## config.mk

```make
export PLATFORM = sky130hd
export DESIGN_NAME = wb_result_queue
export DESIGN_NICKNAME = d
export VERILOG_FILES = /design/src/rtl/wb_result_queue.sv
export SDC_FILE = /design/constraint.sdc
export NUM_CORES = 1
export LEC_CHECK = 0
export CAP_MARGIN = 20
export CORE_MARGIN = 10
export CORE_UTILIZATION = 45
export CTS_BUF_LIST = sky130_fd_sc_hd__clkbuf_4 sky130_fd_sc_hd__clkbuf_8
export DETAILED_ROUTE_END_ITERATION = 10
export HOLD_SLACK_MARGIN = 0.15
export PLACE_DENSITY = 0.69
export REMOVE_ABC_BUFFERS = 1
export SLEW_MARGIN = 20
export SYNTH_ARGS = -nofsm -noshare
export SYNTH_HDL_FRONTEND = slang
export SYNTH_SLANG_ARGS = --single-unit
```

## constraint.sdc

```tcl
create_clock -name clk -period 3.6 [get_ports clk]
set_input_delay 0.72 -clock clk [delete_from_list [all_inputs] [get_ports clk]]
set_output_delay 0.72 -clock clk [all_outputs]
set_load 0.005 [all_outputs]
```

## src/rtl/wb_result_queue.sv

```systemverilog
// wb_result_queue: in-order writeback queue between execute/memory and the
// register file. Execute pushes every register-writing instruction. ALU
// results enter ready, and loads become ready when memory responds. Results
// retire strictly in program order onto the registered writeback/forward bus.
// Decode is stalled while a source register still has an unretired write.

module wb_result_queue #(
    parameter int DEPTH = 4,   // power of two, >= 2
    parameter int DBITS = 32,
    parameter int RBITS = 4
) (
    input  logic             clk,
    input  logic             rst_n,
    // execute push
    input  logic             ex_valid,
    input  logic             ex_load,
    input  logic [RBITS-1:0] ex_rd,
    input  logic [DBITS-1:0] ex_result,
    // memory response, in load-issue order
    input  logic             mem_valid,
    input  logic [DBITS-1:0] mem_data,
    // decode hazard check
    input  logic [RBITS-1:0] rs0,
    input  logic [RBITS-1:0] rs1,
    output logic             stall,
    output logic             full,
    // writeback / forward bus
    output logic             wb_en,
    output logic [RBITS-1:0] regIndexWr,
    output logic [DBITS-1:0] regFw,
    output logic             err
);

    localparam int PW = $clog2(DEPTH);
    localparam int CW = PW + 1;

    // Per-entry state: valid/ready carry the queue semantics, rd/data are payload.
    logic [DEPTH-1:0] r_valid;
    logic [DEPTH-1:0] r_ready;
    logic [RBITS-1:0] r_rd   [DEPTH];
    logic [DBITS-1:0] r_data [DEPTH];

    logic [PW-1:0]    r_head;
    logic [PW-1:0]    r_tail;
    logic [CW-1:0]    r_count;

    logic             r_wb_en;
    logic [RBITS-1:0] r_reg_index_wr;
    logic [DBITS-1:0] r_reg_fw;
    logic             r_err;

    logic             w_full;
    logic             w_push;
    logic             w_retire;
    logic [DEPTH-1:0] w_pending;
    logic             w_fill_hit;
    logic [PW-1:0]    w_fill_idx;
    logic [PW-1:0]    w_scan_idx;
    logic             w_fill;
    logic             w_stall;

    // Full is judged on the current count, so a same-cycle pop never frees a slot.
    assign w_full    = (r_count == CW'(DEPTH));
    assign w_push    = ex_valid && !w_full;
    // Head must already be ready at the start of the cycle; a fill landing on
    // the head this cycle retires on the next edge.
    assign w_retire  = r_valid[r_head] && r_ready[r_head];
    assign w_pending = r_valid & ~r_ready;
    assign w_fill    = mem_valid && w_fill_hit;

    // Find the oldest load still waiting for data, scanning outward from head.
    always_comb begin
        // NOTE: every always_comb output gets a default first so no path leaves it unassigned (no latch).
        w_fill_hit = 1'b0;
        w_fill_idx = '0;
        w_scan_idx = '0;
        // Scan youngest-to-oldest so the last hit, i.e. the oldest, wins.
        for (int i = DEPTH - 1; i >= 0; i--) begin
            w_scan_idx = r_head + PW'(i);
            if (w_pending[w_scan_idx]) begin
                w_fill_hit = 1'b1;
                w_fill_idx = w_scan_idx;
            end
        end
    end

    // Hazard: any in-flight writer of rs0/rs1, including the one retiring now
    // and the one being pushed this cycle.
    always_comb begin
        w_stall = ex_valid && ((ex_rd == rs0) || (ex_rd == rs1));
        for (int j = 0; j < DEPTH; j++) begin
            if (r_valid[j] && ((r_rd[j] == rs0) || (r_rd[j] == rs1))) begin
                w_stall = 1'b1;
            end
        end
    end

    // Queue control, writeback bus and error flag.
    // Push (tail, invalid slot), fill (valid, not-ready slot) and retire (head,
    // ready slot) can never target the same entry, so all three may coexist.
    always_ff @(posedge clk or negedge rst_n) begin
        if (!rst_n) begin
            r_valid        <= '0;
            r_ready        <= '0;
            r_head         <= '0;
            r_tail         <= '0;
            r_count        <= '0;
            r_wb_en        <= 1'b0;
            r_reg_index_wr <= '0;
            r_reg_fw       <= '0;
            r_err          <= 1'b0;
        end else begin
            // NOTE: sequential state uses non-blocking assignments so every read sees pre-edge values.
            if (w_push) begin
                r_valid[r_tail] <= 1'b1;
                r_ready[r_tail] <= !ex_load;
                r_tail          <= r_tail + 1'b1;
            end

            if (w_fill) begin
                r_ready[w_fill_idx] <= 1'b1;
            end

            if (w_retire) begin
                r_valid[r_head] <= 1'b0;
                r_ready[r_head] <= 1'b0;
                r_head          <= r_head + 1'b1;
            end

            case ({w_push, w_retire})
                2'b10:   r_count <= r_count + CW'(1);
                2'b01:   r_count <= r_count - CW'(1);
                default: r_count <= r_count;
            endcase

            // The bus holds its last retirement so it always mirrors the
            // register file; only wb_en drops.
            if (w_retire) begin
                r_wb_en        <= 1'b1;
                r_reg_index_wr <= r_rd[r_head];
                r_reg_fw       <= r_data[r_head];
            end else begin
                r_wb_en        <= 1'b0;
            end

            if ((ex_valid && w_full) || (mem_valid && !w_fill_hit)) begin
                r_err <= 1'b1;
            end
        end
    end

    // Entry payload. Loads also capture ex_result; it is overwritten by the fill.
    // NOTE: payload storage has no reset; valid/ready gate every use, so stale contents are never observed.
    always_ff @(posedge clk) begin
        if (w_push) begin
            r_rd[r_tail]   <= ex_rd;
            r_data[r_tail] <= ex_result;
        end
        if (w_fill) begin
            r_data[w_fill_idx] <= mem_data;
        end
    end

    assign stall      = w_stall;
    assign full       = w_full;
    assign wb_en      = r_wb_en;
    assign regIndexWr = r_reg_index_wr;
    assign regFw      = r_reg_fw;
    assign err        = r_err;

endmodule

```

**Yosys cells after proc, flatten, opt, wreduce, memory -nomap -nowiden**

Memory sizes are Yosys's and may differ from the RTL's. A register that Yosys moved wholly into a read port is not among the register bits.
Index checks and enable logic that the tools add are counted.
Widths: inputs -> output; s select.

- Add/subtract/negate cells: 6
- Order comparisons: 9
- Eq/ne operators: 13
- Mux-type cells: 42
- Bitwise logic cells: 7
- Reductions and logical operators: 25

Operator list:

| kind | number |
|---|---|
| $eq 4x4->1 | 10 |
| $mux 1 | 22 |
| $mux 4 | 5 |
| $lt 2x3->1 const B | 6 |
| $logic_and 1x1->1 | 13 |
| $and 4x4->4 | 3 |
| $bmux 1 s2 | 6 |
| $mux 2 | 4 |
| $not 4->4 | 2 |
| $or 4x4->4 | 2 |
| $demux 1 s2 | 3 |
| $ge 2x1->1 const B | 3 |
| $logic_or 1x1->1 | 6 |
| $pmux 3 s2 | 1 |
| $logic_not 1->1 | 5 |
| $add 2x1->2 const B | 2 |
| $add 2x2->2 const B | 2 |
| $bwmux 4 | 1 |
| $add 3x1->3 const B | 1 |
| $eq 3x3->1 const B | 1 |
| $sub 3x1->3 const B | 1 |
| $eq 2x1->1 const B | 1 |
| $eq 2x2->1 const B | 1 |
| $reduce_bool 2->1 | 1 |

- Flip-flop bits (word level): 17
- Bits in writable memories: 144
- Input bits: 81
- Output and inout bits: 40
- Word-level logic and storage cells: 111
- Memories: 2

Memories:

| name | depth | bits a word | rd ports | clocked after Yosys merged registers in | write ports | RTL line | text |
|---|---|---|---|---|---|---|---|
| r_data | 4 | 32 | 1 | 1 | 2 | 41 | `logic [DBITS-1:0] r_data [DEPTH];` |
| r_rd | 4 | 4 | 5 | 1 | 1 | 40 | `logic [RBITS-1:0] r_rd [DEPTH];` |

**Longest topological paths before layout**

Gate-level depths: netlist of the first run.

- Depth in word-level cells: 16
- Depth in mapped cells: 11
- Mapped depth without buffers: 9

**Worst setup path after synthesis of the first run**

No wires, ideal clock.

- Kind: register -> register
- Start point: register r_head[0]
- End point: memory r_data[1][0] (enable)
- Setup time: 0.394 ns
- Data arrival time: 2.966 ns
- Data required time: 3.206 ns
- Setup slack: 0.240 ns
- Cell stages (with the launch flop): 11
- Buffers on the path: 3
- Period minus slack after synthesis: 3.360 ns
- Cell sequence: dfrtp_1 -> buf_2 -> inv_1 -> ha_1 -> clkbuf_1 -> nor2b_1 -> a221o_1 -> o2111ai_4 -> nor3_4 -> buf_6 -> nand2b_1

RTL lines:

| item | RTL line | text |
|---|---|---|
| from (decl) | 43 | `logic [PW-1:0] r_head;` |
| from (signal assigned) | 127 | `r_head <= r_head + 1'b1;` |
| to (decl) | 41 |  |

**Worst setup path after layout of the first run**

- Start point: input port rs0[2]
- End point: output port stall

- Cells in the longest elaborated chain, start to end: 7
- Elaborated cells on any way between the ends: 19
- Those cells by class: 5 x eq/ne; 4 x mux; 10 x reduce/logical

RTL lines:

| item | RTL line | text |
|---|---|---|
| from (decl) | 23 | `input logic [RBITS-1:0] rs0,` |
| $eq 4x4->1 (on tied branches) | 90, 92 |  |
| $logic_or 1x1->1 (on tied branches) | 90, 92 |  |
| $logic_and 1x1->1 (on tied branches) | 90, 92 |  |
| $mux 1 (3 in a row) | 92 | `if (r_valid[j] && ((r_rd[j] == rs0) \|\| (r_rd[j] == rs1))) begin` |
| $mux 1 (*) | 92 |  |
| to (decl) | 25 | `output logic stall,` |

Mark *: on every way between the ends. The rest lies on a longest branch, timed or not.

==> flow_metrics.env, run 1 <==
export IMPL_crit_start="rs0[2]"
export IMPL_diodes=0
export IMPL_yosys_warnings=0
export IMPL_fp_coreArea_sq_mm=0.0217
export IMPL_power_switching_mw=3.66
export IMPL_power_ir_vdd_worst_mv=0.502
export IMPL_wire_per_inst_microns=23.1
export IMPL_synth_area_leaders="edfxtp_1 44%, mux2_2 14%, dfrtp_1 13%"
export IMPL_maxCapViolCount=0
export IMPL_cts_buffer_depth=2
export IMPL_combPwrFrac_pct=46.0
export IMPL_critPathMaxFanout=5
export IMPL_yosys_area_share_simple_pct=2.77
export IMPL_die_area_sq_mm=0.0282
export IMPL_die_w_microns=168
export IMPL_synth_main_ff_cell="edfxtp_1"
export IMPL_p_leak_nw=4.34
export IMPL_syn_area_per_cell_sq_um=16.8
export IMPL_antenna_found_initial=1
export IMPL_synthCells=587
export IMPL_cts_htree_levels=4
export IMPL_areaGrowthSynthToFinish_pct=19.8
export IMPL_synth_edff_count=144
export IMPL_tritoncts="yes"
export IMPL_grt_pass1_vias=6126
export IMPL_hold_viol=0
export IMPL_yosysMostFrequentCell="edfxtp_1"
export IMPL_die_h_microns=168
export IMPL_cts_sinks=197
export IMPL_yosys_area_top_type_share_pct=43.9
export IMPL_worstSetupPathType="input pin to output port"
export IMPL_post_cts_resized=0
export IMPL_start_util_pct=45.4
export IMPL_skew_ns=0.0179
export IMPL_yosysUniqueCellTypes=50
export IMPL_synth_xor_area_share_pct=4.00
export IMPL_tightestPinTransition_ns=1.03
export IMPL_row_count=54
export IMPL_first_iter_violations=315
export IMPL_grt_max_degree=47
export IMPL_num_io_pins=121
export IMPL_slew_violations=0
export IMPL_power_density_mw_per_mm2=921
export IMPL_pwr_share_clk_pct=14.7
export IMPL_overflow=0
export IMPL_cts_root_buf="clkbuf_8"
export IMPL_yosys_register_bits=197
export IMPL_dr_total_vias=5523
export IMPL_rsz0062_at_grt="no"
export IMPL_cts_clk_slew_worst_paths_ns=0.10
export IMPL_first_pass_iters=4
export IMPL_slew_headroom_pct=31.3
export IMPL_synth_top_family_by_area="multiplexers"
export IMPL_nNetsFinal=797
export IMPL_whs_ns=0.216
export IMPL_worst_setup_path_end_kind="output port"
export IMPL_r2r_start="r_head[1]"
export IMPL_holdBufCountCts=0
export IMPL_antenna_left=0
export IMPL_report_final_setup_viol=0
export IMPL_synth_top_area_cell="edfxtp_1"
export IMPL_groute_usage_overall_pct=16.3
export IMPL_post_route_period_util_pct=93.0
export IMPL_synth_fa_ha_area_share_pct=1.35
export IMPL_worst_ep_arrival_time_ns=2.63
export IMPL_crit_required_ns=2.88
export IMPL_hp_class="input pin to asynchronous set/reset pin"
export IMPL_port_buffers=120
export IMPL_wl_microns=23100
export IMPL_design_area_sq_mm=0.0118
export IMPL_power_mw=10.9
export IMPL_synth_commonest_cells="144 x edfxtp_1, 124 x mux2_2, 53 x dfrtp_1, 36 x mux4_2, 34 x xor2_1"
export IMPL_status="complete, no violations"
export IMPL_seqPwrFrac_pct=39.3
export IMPL_drt_drc_violations_left=0
export IMPL_synth_compound_area_share_pct=3.16
export IMPL_place_area_sq_mm=0.0114
export IMPL_synthMuxAreaShare_pct=28.5
export IMPL_power_internal_mw=7.22
export IMPL_finalCriticalPeriod_ns=3.35
export IMPL_grt_pass1_wl_microns=35700
export IMPL_insertion_delay_ns=0.47
export IMPL_ys_async_sr_fraction_pct=26.9
export IMPL_drive_gt1_share_pct=35.4
export IMPL_synth_area_sq_mm=0.00985
export IMPL_hpwl_microns=15100
export IMPL_p_sw_share_pct=33.7
export IMPL_cts_buffers=17
export IMPL_viasPerCell=5.53
export IMPL_ys_seq_area_share_pct=57.3
export IMPL_start_kind="input pin"
export IMPL_gp_congestion=0.890
export IMPL_max_freq_mhz=299
export IMPL_post_cts_buffers=0
-- worst max-delay path: stages --
cell and delay, ns:
clkdlybuf4s50_1 0.56, xor2_1 0.21, o41ai_1 0.38, a22oi_1 0.14, nand4_1 0.11, clkdlybuf4s50_1 0.52
-- state kept, by name, summed over array words and instances, names as in the netlist --
| register | flops |
|---|---|
| r_ready | 4 |
| r_valid | 4 |
| r_count | 3 |
| r_data | 128 |
| regFw | 32 |
| regIndexWr | 4 |
| r_head | 2 |
| err | 1 |
| wb_en | 1 |
| r_rd | 16 |
| r_tail | 2 |
-- stage by stage --
| stage | worst slack, ns | utilization (%) | std cells | TNS [ns] |
|---|---|---|---|---|
| final | 0.251 | 54.5 | 998 | 0 |
| after global routing | 0.117 | 54.5 | 998 | 0 |
| after CTS | 0.236 | 54.5 | 998 | 0 |
| after detailed placement | 0.243 | 52.4 | 967 | 0 |
| after global placement | 0.291 | 52.4 | 967 | 0 |
| after floorplan | -1.80 | - | 552 | -386.49 |
-- kinds of logic after synthesis --
family | Yosys count
mux | 203
simple gates | 45
buf+inv | 49
compound gates | 38
xor+xnor | 45
fa+ha+maj | 10
flops | 197
-- path summary, 6_finish.rpt --
| check | endpoint | slack [ns] | depth (start not counted) |
|---|---|---|---|
| worst max-delay path | stall | 0.25 | 6 |
| worst min-delay path | regFw[28] | 0.22 | 1 |
| worst max register to register | r_data[3][2] | 0.46 | 8 |
| worst min register to register | r_count[2] | 0.47 | 1 |
| max in group asynchronous | r_head[0] | 2.42 | 2 |
| min in group clk | r_count[2] | 0.47 | 1 |
-- layout by cell type, fill, tap and decap left out, types with 3 or more instances in the layout --
cell type and n:
nor4_1 6, clkdlybuf4s50_1 119, nor2_1 5, xor2_1 34, nand4_1 3, mux2_1 8, mux2i_1 3, inv_1 14
nor2b_1 3, edfxtp_1 144, a22oi_1 3, ha_1 9, dfrtp_1 51, a2bb2oi_1 6, mux4_2 36, xnor2_1 11
mux2_4 32, mux2_2 124, a21oi_1 4, nand2_1 5, inv_6 5, clkbuf_8 18, buf_4 11, o21ai_0 9
bufinv_16 4, buf_12 4, nand2b_1 3, nand3_1 5
-- routing by layer --
layer	track usage [%]	up-vias	part of all wire, %
li1	-	2508	-
met1	21.1	2844	44
met2	27.1	151	50
met3	3.77	20	5.3
met4	4.09	0	1.0
met5	0	-	0
-- power groups by stage --
stage	clock network (mW)	logic (mW)	registers, mW
finish	1.60	5.00	4.28
global route	1.71	5.38	4.39
CTS	1.62	5.10	4.30
detailed placement	0	5.09	4.35
global placement	0	5.02	4.28
floorplan	0	3.12	4.34
-- cell type report --
class	count	area, sq um
inverter	14	52.6
multi-input combinational	341	3950
sequential	197	5660
tap	280	350
clock inverter	12	189
timing repair buffer	135	1360
fill	1752	9880
clock buffer	19	255
Note: power is estimated with default switching activity, not from simulation.
==> run 2: changes to the inputs <==
Settings changed: REMOVE_ABC_BUFFERS 1 to default.
==> run 2 against run 1 <==
Against the previous run: sequential power hardly changed; critical path depth stayed put; fmax is 0.32% lower; critical endpoint unchanged; largest cell class unchanged.
==> flow_metrics.env, run 2 (synthesis gave the netlist of run 1 again) <==
export IMPL_status="complete, no violations"
export IMPL_hold_viol=0
export IMPL_num_io_pins=121
export IMPL_critPathMaxFanout=5
export IMPL_r2r_end="r_count[2]"
export IMPL_grt_max_degree=42
export IMPL_grt_pass1_vias=6322
export IMPL_power_mw=10.8
export IMPL_nNetsFinal=804
export IMPL_insertion_delay_ns=0.48
export IMPL_gp_congestion=0.842
export IMPL_antenna_found_initial=1
export IMPL_holdBufCountCts=0
export IMPL_die_h_microns=168
export IMPL_max_freq_mhz=298
export IMPL_finalCriticalPeriod_ns=3.36
export IMPL_regArea_sq_mm=0.00566
export IMPL_slew_headroom_pct=54.5
export IMPL_fp_coreArea_sq_mm=0.0217
export IMPL_largest_register="r_data"
export IMPL_wire_per_inst_microns=23.2
export IMPL_fillers=1734
export IMPL_wl_microns=23400
export IMPL_cts_buffers=17
export IMPL_grt_pass1_wl_microns=36400
export IMPL_groute_usage_overall_pct=16.6
export IMPL_areaGrowthSynthToFinish_pct=20.2
export IMPL_hpwl_microns=15700
export IMPL_crit_required_ns=2.88
export IMPL_synth_fp_nets=678
export IMPL_start_util_pct=45.4
export IMPL_tns_ns=0
export IMPL_rsz0062_at_grt="no"
export IMPL_hp_class="input pin to asynchronous set/reset pin"
export IMPL_r2r_start="r_head[0]"
export IMPL_worst_ep_arrival_time_ns=2.64
export IMPL_overflow=0
export IMPL_port_buffers=120
export IMPL_multiInputGateArea_sq_mm=0.00395
export IMPL_tightestPinTransition_ns=0.683
export IMPL_crit_start="rs0[1]"
export IMPL_cts_sinks=197
export IMPL_largest_register_ffs=128
export IMPL_post_cts_buffers=0
export IMPL_r2r_slack_ns=0.61
export IMPL_cts_root_buf="clkbuf_8"
export IMPL_maxCapViolCount=0
export IMPL_worst_setup_path_end_kind="output port"
export IMPL_tritoncts="yes"
export IMPL_report_final_setup_viol=0
export IMPL_power_density_mw_per_mm2=911
export IMPL_slew_violations=0
export IMPL_cts_clk_slew_worst_paths_ns=0.10
export IMPL_r2r_cells=11
export IMPL_row_count=54
export IMPL_cts_htree_levels=4
export IMPL_first_pass_iters=4
export IMPL_antenna_left=0
export IMPL_viasPerCell=5.56
export IMPL_post_cts_resized=0
export IMPL_worstSetupPathType="input pin to output port"
export IMPL_power_ir_vdd_worst_mv=0.484
export IMPL_start_kind="input pin"
export IMPL_drt_drc_violations_left=0
export IMPL_die_w_microns=168
export IMPL_cts_buffer_depth=2
export IMPL_final_cell_mix="144 x edfxtp_1, 124 x mux2_2, 119 x clkdlybuf4s50_1, 51 x dfrtp_1, 36 x mux4_2"
export IMPL_final_common_cell="edfxtp_1"
export IMPL_skew_ns=0.0165
export IMPL_first_iter_violations=308
export IMPL_p_leak_nw=4.36
export IMPL_die_area_sq_mm=0.0282
export IMPL_post_route_period_util_pct=93.3
export IMPL_dr_total_vias=5594
export IMPL_drive_gt1_share_pct=36.1
run 2: cell count changes in the layout (fill, tap and decap cells not counted):
cell	previous run	this run
diode_2	0	1
buf_12	4	6
buf_4	11	16
clkinv_8	0	3
clkinv_2	1	2
bufinv_16	4	0
inv_8	1	3
clkinv_4	1	2
inv_6	5	3
clkbuf_8	18	19
clkbuf_4	1	0
run 2: area by class of cell:
class | instances | share of cell area (%)
clock buffer | 19 | 2.21
timing repair buffer | 142 | 12.1
sequential | 197 | 47.7
tap | 280 | 2.96
inverter | 14 | 0.444
multi-input combinational | 341 | 33.3
clock inverter | 13 | 1.15
antenna | 1 | 0.0211
run 2: power breakdown:
part | switching, mW | internal, mW | leakage, nW
combinational | 2.46 | 2.65 | 2.20
sequential | 0.412 | 3.85 | 1.95
clock | 0.854 | 0.552 | 0.205
total | 3.73 | 7.06 | 4.36
run 2: per-layer routing:
metal | share of wire [%] | routed length, microns | global-route usage (%)
met1 | 42 | 9830 | 20.0
met2 | 51 | 12000 | 28.6
met3 | 5.7 | 1330 | 4.45
met4 | 1.1 | 255 | 4.43
met5 | 0.043 | 10 | 0
run 2: worst max path at each step:
stage          cells past startpoint  slack, ns      endpoint
2_1_floorplan                     10       0.24  r_data[1][0]
3_3_place_gp                       6       0.25         stall
3_5_place_dp                       6       0.24         stall
4_1_cts                            6       0.24         stall
5_1_grt                            6       0.09         stall
6_report                           6       0.24         stall
run 2: critical path, cell delays in order:
cell and delay (ns):
clkdlybuf4s50_1 0.55, xor2_1 0.21, o41ai_1 0.41, a22oi_1 0.11
nand4_1 0.12, clkdlybuf4s50_1 0.52
run 2: per-stage QoR:
stage	hold slack, ns	worst slack, ns	std cells	cell area [sq um]	util (%)
CTS	0.190	0.242	1006	11800	54.6
global placement	0.452	0.246	974	11400	52.8
global route	0.206	0.0946	1006	11800	54.6
detailed placement	0.486	0.243	974	11400	52.8
floorplan	0.424	0.240	587	9850	-
finish	0.203	0.241	1007	11800	54.6
==> run 3: changes to the inputs <==
Settings changed: CORE_MARGIN 10 to default.
==> run 3 against run 2 <==
Against the previous run: setup slack better by 0.042 ns; core utilization is 0.94 points higher; global-route usage grew 4.2 points; clock skew increased by 0.0047 ns; via count is 0.93% lower; sequential share of layout area is 0.23 points higher; first-iteration DRC count is 17% lower; count of clock-buffer cells in the layout stayed put.
==> flow_metrics.env, run 3 (synthesis gave the netlist of run 1 again) <==
export IMPL_largest_register_ffs=128
export IMPL_cts_root_buf="clkbuf_8"
export IMPL_insertion_delay_ns=0.47
export IMPL_grt_pass1_vias=6159
export IMPL_antenna_left=0
export IMPL_post_cts_resized=0
export IMPL_hpwl_microns=14100
export IMPL_worst_path_max_delay_cell="clkdlybuf4s50_1"
export IMPL_maxCapViolCount=0
export IMPL_cp_top_family="buffers and inverters"
export IMPL_crit_top_cell="clkdlybuf4s50_1"
export IMPL_crit_chain="clkdlybuf4s50_1 -> xor2_1 -> o41ai_1 -> a22oi_1 -> nand4_1 -> clkdlybuf4s50_1"
export IMPL_cts_buffers=17
export IMPL_grt_pass1_wl_microns=34100
export IMPL_final_cell_mix="144 x edfxtp_1, 124 x mux2_2, 119 x clkdlybuf4s50_1, 51 x dfrtp_1, 36 x mux4_2"
export IMPL_skew_ns=0.0212
export IMPL_groute_usage_overall_pct=20.8
export IMPL_tightestPinTransition_ns=0.734
export IMPL_die_h_microns=150
export IMPL_antenna_found_initial=0
export IMPL_post_cts_buffers=0
export IMPL_final_common_cell="edfxtp_1"
export IMPL_fillers=1715
export IMPL_die_area_sq_mm=0.0225
export IMPL_holdBufCountCts=0
export IMPL_cts_buffer_depth=2
export IMPL_start_kind="input pin"
export IMPL_tritoncts="yes"
export IMPL_wire_per_inst_microns=22.2
export IMPL_first_iter_violations=255
export IMPL_worst_ep_arrival_time_ns=2.60
export IMPL_r2r_slack_ns=0.55
export IMPL_slew_violations=0
export IMPL_crit_required_ns=2.88
export IMPL_power_mw=10.7
export IMPL_multiInputGateArea_sq_mm=0.00395
export IMPL_diodes=0
export IMPL_dr_total_vias=5542
export IMPL_postLayoutSetupSlackWorst_ns=0.282
export IMPL_fp_coreArea_sq_mm=0.0212
export IMPL_cts_htree_levels=4
export IMPL_overflow=0
export IMPL_crit_path_max_incr_delay_ns=0.55
export IMPL_power_ir_vdd_worst_mv=0.510
export IMPL_largest_register="r_data"
export IMPL_tns_ns=0
export IMPL_r2r_cells=8
export IMPL_die_w_microns=150
export IMPL_viasPerCell=5.57
export IMPL_start_util_pct=46.4
export IMPL_post_route_period_util_pct=92.2
export IMPL_p_leak_nw=4.32
export IMPL_dp_slack_ns=0.283
export IMPL_hp_class="input pin to asynchronous set/reset pin"
export IMPL_drt_drc_violations_left=0
export IMPL_status="complete, no violations"
export IMPL_nNetsFinal=798
export IMPL_synth_fp_nets=678
export IMPL_cp_depth=6
export IMPL_drive_gt1_share_pct=35.4
export IMPL_hold_viol=0
export IMPL_areaGrowthSynthToFinish_pct=19.6
export IMPL_cts_clk_slew_worst_paths_ns=0.10
export IMPL_wl_microns=22100
export IMPL_gp_congestion=0.793
export IMPL_worst_setup_path_end_kind="output port"
export IMPL_report_final_setup_viol=0
export IMPL_row_count=53
export IMPL_slew_headroom_pct=51.1
export IMPL_cp_num_buf_inv=2
export IMPL_regArea_sq_mm=0.00566
export IMPL_port_buffers=120
export IMPL_num_io_pins=121
export IMPL_grt_max_degree=47
export IMPL_first_pass_iters=4
export IMPL_worstSetupPathType="input pin to output port"
export IMPL_cts_sinks=197
export IMPL_finalCriticalPeriod_ns=3.32
export IMPL_max_freq_mhz=301
export IMPL_critPathMaxFanout=5
export IMPL_rsz0062_at_grt="no"
export IMPL_power_density_mw_per_mm2=908
==> run 3: report_power, final <==
group / internal (mW) / switching, mW / leakage (nW)
Combinational: 2.60 / 2.44 / 2.17
Sequential: 3.85 / 0.388 / 1.95
Clock: 0.598 / 0.827 / 0.195
==> run 3: layer usage <==
metal	part of all wire, %	track usage (%)	vias up
li1	-	-	2503
met1	42	25.9	2872
met2	52	36.3	161
met3	5.4	3.84	6
met4	0.58	6.82	0
met5	0	0	-
==> run 3: layout make-up <==
class	count	area share, %
flip-flops and latches	197	48.0
multi-input cells	341	33.5
repair buffers	136	11.8
well taps	275	2.92
clock buffers	19	2.17
clock inverters	13	1.19
inverters	14	0.446
==> run 3: through the flow <==
stage               instances  util (%)  instance area, sq um  hold WS, ns
finish                    995      55.5                 11800        0.287
global route              995      55.5                 11800        0.306
CTS                       995      55.5                 11800        0.280
detailed placement        963      53.7                 11400        0.450
global placement          963      53.7                 11400        0.448
floorplan                 587         -                  9850        0.424
==> run 3: worst paths after layout <==
path / startpoint / to
max: rs0[1] / stall
min: rst_n / regIndexWr[2]
max reg2reg: r_head[0] / r_data[3][4]
min reg2reg: r_count[2] / r_count[2]
max in group asynchronous: rst_n / r_head[1]
min in group clk: r_count[2] / r_count[2]
